===== src/rtl/ans_window_acc.sv =====
// Windowed accumulator for the three signed 4-bit ans channels.
// Each window reports per-channel saturating sums and sticky overflow flags with a one-cycle out_valid pulse.
module ans_window_acc #(
    parameter int unsigned WINDOW = 4,
    parameter int unsigned ACC_W  = 8,
    parameter int unsigned CNT_W  = 4
) (
    input  logic             clk,
    input  logic             reset,
    input  logic             in_valid,
    input  logic [3:0]       ans1,
    input  logic [3:0]       ans2,
    input  logic [3:0]       ans3,
    input  logic             flush,
    output logic             out_valid,
    output logic [ACC_W-1:0] sum1,
    output logic [ACC_W-1:0] sum2,
    output logic [ACC_W-1:0] sum3,
    output logic [2:0]       ovf,
    output logic [CNT_W-1:0] cnt,
    output logic             busy
);

    localparam int unsigned N_CH = 3;

    typedef enum logic {
        IDLE  = 1'b0,
        ACCUM = 1'b1
    } state_t;

    state_t           state_q, state_d;
    logic [CNT_W-1:0] cnt_q, cnt_d, cnt_inc;
    logic [ACC_W-1:0] acc_q [N_CH];
    logic [ACC_W-1:0] acc_d [N_CH];
    logic [ACC_W-1:0] acc_nxt [N_CH];
    logic [ACC_W-1:0] sum_q [N_CH];
    logic [ACC_W-1:0] sum_d [N_CH];
    logic [2:0]       sticky_q, sticky_d, sticky_nxt;
    logic [2:0]       ovf_q, ovf_d;
    logic             out_valid_q, out_valid_d;
    logic             busy_q, busy_d;
    logic [3:0]       ans_in [N_CH];
    logic             window_full, flush_close;

    // Signed add of a 4-bit sample into the accumulator; returns {saturated, clamped result}.
    function automatic logic [ACC_W:0] sat_add(input logic [ACC_W-1:0] acc, input logic [3:0] x);
        logic [ACC_W:0]   wide;
        logic [ACC_W-1:0] res;
        logic             sat;
        wide = {acc[ACC_W-1], acc} + {{(ACC_W-3){x[3]}}, x};
        sat  = wide[ACC_W] != wide[ACC_W-1];
        res  = wide[ACC_W-1:0];
        if (sat) begin
            res = wide[ACC_W] ? {1'b1, {(ACC_W-1){1'b0}}} : {1'b0, {(ACC_W-1){1'b1}}};
        end
        return {sat, res};
    endfunction

    always_comb begin
        ans_in[0] = ans1;
        ans_in[1] = ans2;
        ans_in[2] = ans3;
    end

    // Per-channel candidate accumulator and sticky flags including this cycle's sample.
    always_comb begin
        sticky_nxt = sticky_q;
        for (int i = 0; i < N_CH; i++) begin
            logic [ACC_W:0] add_r;
            add_r      = sat_add(acc_q[i], ans_in[i]);
            acc_nxt[i] = acc_q[i];
            if (in_valid) begin
                acc_nxt[i]    = add_r[ACC_W-1:0];
                sticky_nxt[i] = sticky_q[i] | add_r[ACC_W];
            end
        end
    end

    // Window control: completion on the WINDOW-th accept or on flush of a non-empty window.
    always_comb begin
        state_d     = state_q;
        cnt_d       = cnt_q;
        acc_d       = acc_q;
        sticky_d    = sticky_q;
        sum_d       = sum_q;
        ovf_d       = ovf_q;
        out_valid_d = 1'b0;

        cnt_inc     = cnt_q + CNT_W'(in_valid);
        window_full = in_valid && (cnt_inc == CNT_W'(WINDOW));
        flush_close = flush && ((state_q == ACCUM) || in_valid);

        if (window_full || flush_close) begin
            sum_d       = acc_nxt;
            ovf_d       = sticky_nxt;
            out_valid_d = 1'b1;
            acc_d       = '{default: '0};
            sticky_d    = '0;
            cnt_d       = '0;
            state_d     = IDLE;
        end else begin
            acc_d    = acc_nxt;
            sticky_d = sticky_nxt;
            cnt_d    = cnt_inc;
            if (in_valid) begin
                state_d = ACCUM;
            end
        end

        busy_d = (state_d == ACCUM);
    end

    always_ff @(posedge clk) begin
        if (reset) begin
            state_q     <= IDLE;
            cnt_q       <= '0;
            acc_q       <= '{default: '0};
            sticky_q    <= '0;
            sum_q       <= '{default: '0};
            ovf_q       <= '0;
            out_valid_q <= 1'b0;
            busy_q      <= 1'b0;
        end else begin
            state_q     <= state_d;
            cnt_q       <= cnt_d;
            acc_q       <= acc_d;
            sticky_q    <= sticky_d;
            sum_q       <= sum_d;
            ovf_q       <= ovf_d;
            out_valid_q <= out_valid_d;
            busy_q      <= busy_d;
        end
    end

    assign out_valid = out_valid_q;
    assign sum1      = sum_q[0];
    assign sum2      = sum_q[1];
    assign sum3      = sum_q[2];
    assign ovf       = ovf_q;
    assign cnt       = cnt_q;
    assign busy      = busy_q;

endmodule

===== config.mk =====
export PLATFORM = sky130hd
export DESIGN_NAME = ans_window_acc
export DESIGN_NICKNAME = d
export VERILOG_FILES = /design/src/rtl/ans_window_acc.sv
export SDC_FILE = /design/constraint.sdc
export NUM_CORES = 1
export LEC_CHECK = 0
export ABC_CLOCK_PERIOD_IN_PS = 3500
export CAP_MARGIN = 5
export CORE_MARGIN = 4
export CORE_UTILIZATION = 49
export DETAILED_ROUTE_END_ITERATION = 7
export GPL_TIMING_DRIVEN = 0
export PLACE_DENSITY = 0.8
export RECOVER_POWER = 100
export SETUP_SLACK_MARGIN = 0.4
export SLEW_MARGIN = 20
export SYNTH_ARGS = -nofsm -noshare
export SYNTH_HDL_FRONTEND = slang
export SYNTH_SLANG_ARGS = --single-unit

===== constraint.sdc =====
create_clock -name clk -period 3.5 [get_ports clk]
set_clock_uncertainty 0.05 [all_clocks]
set_input_delay 0.35 -clock clk [delete_from_list [all_inputs] [get_ports clk]]
set_output_delay 0.35 -clock clk [all_outputs]
set_load 0.01 [all_outputs]

==> run_results.csv, run 1 <==
group,metric,value,unit
place,io_buffer_count,48,
cells_and_area,antennaDiodeCount,0,
yosys,synth_cell_type_count,59,
timing,rsz0062_at_grt,"no",
yosys,yosysWarningCount,0,
cts,clock_path_buffers,2,
critical_path,critPathTopFamily,"compound AO/OA/AOI/OAI gates",
hold_path,holdCritPathClass,"flip-flop to flip-flop",
yosys,syn_area,0.00347,mm2
yosys,synthMuxAreaShare,0.00900,
critical_path,crit_fanout,6,
floorplanning,die_area,0.00850,mm2
job,max-cap-violations,0,
timing,worstMarginPinSlew,0.744,ns
floorplanning,io_pins,49,
yosys,ys_ff_latch,60,
cts,clk_latency,0.34,ns
timing,fin_crit_sh,0.895,
pwr,seqPwrFrac,0.382,
place,place_area,0.00408,mm2
yosys,synth_simple_gate_area_frac,0.172,
floorplanning,die_y,92.2,um
yosys,synth_edf_count,0,
floorplanning,die_w,92.2,um
critical_path,cp_slowest_cell,"dlygate4sd3_1",
pwr,p_leak,1.74,nW
pwr,switching_share,0.324,
place,dpl.hpwl,6.87,mm
cts,cts_root_buf,"clkbuf_8",
floorplanning,start_util,0.509,
cts,cts_tree,"yes",
timing,min_period,3.13,ns
floorplanning,core_area,0.00683,mm2
global_route,grt_start_max_net_pins,12,
timing,setup_viol,0,
routing,routed-via-count,3384,
cts,cts_made_buffers,9,
yosys,post-synth-top-area-fraction,0.346,
critical_path,crit_path_max_incr_delay,0.63,ns
yosys,syn_area_per_cell,8.25,um2
cts,clk_pin_slew,0.07,ns
routing,drt_iter0_markers,210,
pwr,peakVddDrop,0.267,mV
pwr,pwr-share-clk,0.331,
cells_and_area,syn_to_final_growth,23.3,%
global_route,grt_overflow,0,
cells_and_area,layout.nets,525,
yosys,synth_nets,466,
cells_and_area,final_cell_mix,"dfxtp_1 (60), nor2_1 (49), a21oi_1 (40)",
critical_path,arrival,3.34,ns
timing,hold_viol,0,
critical_path,worstPathRequired,3.71,ns
yosys,synth_xor_area_frac,0.0277,
floorplanning,rows,30,
yosys,ys.flop_type,"dfxtp_1",
yosys,synth_fa_ha_area_frac,0.111,
place,finalWeightedCongestion,0.879,
cts,cts_setup_buffers,0,
routing,wl,9.13,mm
routing,final_antenna_net_count,0,
critical_path,cp_num_buf_inv,1,
global_route,grt_first_pass_wirelength,15.0,mm
pwr,power_density,479,mW/mm2
yosys,yosysTopAreaCell,"dfxtp_1",
yosys,async_reset_ff_frac,0,
cells_and_area,final_common_cell,"dfxtp_1",
cts,htreeDepth,3,
yosys,yosys-top-cells-area,"dfxtp_1 (35%), ha_1 (9.4%), a21oi_1 (5.8%)",
yosys,ys_seq_area_frac,0.346,
routing,vias_per_cell,5.82,
yosys,synth_compound_area_frac,0.279,
critical_path,cp-start-kind,"input port",
critical_path,worstSetupPathType,"input port to flip-flop",
global_route,antenna_found_initial,0,
yosys,synth_top_family_by_area,"compound AO/OA/AOI/OAI gates",
critical_path,end_kind,"flip-flop",
cells_and_area,final_cell_area,0.00428,mm2
routing,first_pass_iters,5,
timing,setup_tns,0,ns
pwr,comb_power_share,0.287,
cts,cts.sinks,60,
critical_path,worstPathCellList,"dlygate4sd3_1, ha_1, nand3_1, or3_1, and3_1, o21ai_0, o211ai_1, a311oi_1",
routing,wl_per_cell,15.7,um
pwr,internal_power,1.39,mW
cells_and_area,layout-drive-gt1-share,0.0619,
timing,slew_violations,0,
global_route,grt_pass1_vias,3229,
timing,fmax,319,MHz
cts,ctsHoldBuffers,0,
outcome,outcome,"completed",
pwr,power.switching,0.663,mW
yosys,postSynthCellCount,421,
timing,maxSlewHeadroom,0.498,
routing,drc,0,
global_route,grt_use_total,0.219,
power groups by stage:
stage	combinational (mW)	clock, mW	sequential (mW)
detailed placement	0.589	0	0.799
finish	0.588	0.679	0.784
CTS	0.594	0.682	0.784
floorplan	0.399	0	0.800
global route	0.653	0.714	0.789
global placement	0.573	0	0.796
worst register-to-register path, cell delays in order, from the launching register on:
cell and delay [ns]:
dfxtp_1 0.33, ha_1 0.19, inv_1 0.06, fa_1 0.40, nand2b_1 0.21, a211oi_1 0.41, o32ai_4 0.22, o21ai_0 0.33
o211ai_1 0.27, a311oi_1 0.29
worst paths after layout:
path                                  to                   start  slack (ns)  cells after the start
setup / recovery    sum3[2]$_SDFFE_PP0P_                 ans3[3]        0.37                      8
hold reg to reg   sticky_q[2]$_SDFF_PP0_  sticky_q[2]$_SDFF_PP0_        0.41                      2
hold / removal    sticky_q[2]$_SDFF_PP0_  sticky_q[2]$_SDFF_PP0_        0.41                      2
setup reg to reg    sum3[2]$_SDFFE_PP0P_     acc_q[0]$_SDFF_PP0_        0.65                      9
layout make-up:
| class | count | area (um2) |
|---|---|---|
| Fill cell | 600 | 2550 |
| Multi-Input combinational cell | 316 | 2090 |
| Sequential cell | 60 | 1200 |
| Timing Repair Buffer | 48 | 480 |
| Clock buffer | 9 | 124 |
| Tap cell | 96 | 120 |
| Clock inverter | 7 | 91.3 |
| Inverter | 24 | 90.1 |
| Buffer | 21 | 86.3 |
synthesized netlist by cell type, drive strengths merged, types with 7 or more instances:
cell,n
or3,9
and3,8
inv,24
o21a,7
nor3,11
dfxtp,60
a211oi,14
a31oi,14
nand2,23
a21oi,40
o21ai,36
o211ai,7
nor2,49
clkbuf,15
ha,26
repair_timing:
item | in CTS | in global routing
resized for setup | 0 | 3
hold endpoints to repair | 0 | 0
setup endpoints to repair | 0 | 3
metrics by stage:
stage	hold WS, ns	std cells	worst slack (ns)	total power, mW	utilization
finish	0.411	581	0.367	2.05	0.627
global route	0.424	581	0.209	2.16	0.627
CTS	0.409	581	0.477	2.06	0.628
detailed placement	0.399	565	0.143	1.39	0.597
global placement	0.390	565	0.355	1.37	0.597
floorplan	0.382	421	1.09	1.20	-
flip-flops by register name (all words and copies together) (netlist names):
| signal | cells |
|---|---|
| out_valid | 1 |
| cnt | 4 |
| sticky_q | 3 |
| ovf | 3 |
| sum3 | 8 |
| sum1 | 8 |
| busy | 1 |
| acc_q | 24 |
| sum2 | 8 |
cell families after synthesis:
| group | after synthesis |
|---|---|
| adders and majority gates | 29 |
| DFF | 60 |
| and+or+nand+nor | 122 |
| xor gates and xnor gates | 11 |
| AOI/OAI and AO/OA | 151 |
| buffers and inverters | 45 |
| muxes | 3 |
per-layer routing:
layer,part of all wire,global-route usage,up-vias
met5,0,0,-
met4,0.015,0.0644,0
met3,0.054,0.0558,14
met2,0.49,0.389,113
met1,0.44,0.259,1592
li1,-,-,1665
No activity file was read; power rests on OpenSTA's default activity.
==> inputs of run 2 (changes only) <==
--- a/config.mk
+++ b/config.mk
@@ -5,7 +5,6 @@
 export SDC_FILE = /design/constraint.sdc
 export NUM_CORES = 1
 export LEC_CHECK = 0
-export ABC_CLOCK_PERIOD_IN_PS = 3500
 export CAP_MARGIN = 5
 export CORE_MARGIN = 4
 export CORE_UTILIZATION = 49
==> results of run 2 <==
No change in the layout: final DEF, timing and power equal those of run 1.
==> inputs of run 3 (changes only) <==
--- a/config.mk
+++ b/config.mk
@@ -10,6 +10,7 @@
 export CORE_UTILIZATION = 49
 export DETAILED_ROUTE_END_ITERATION = 7
 export GPL_TIMING_DRIVEN = 0
+export HOLD_SLACK_MARGIN = 0.03
 export PLACE_DENSITY = 0.8
 export RECOVER_POWER = 100
 export SETUP_SLACK_MARGIN = 0.4
==> results of run 3 <==
No change in the layout: final DEF, timing and power equal those of run 1.
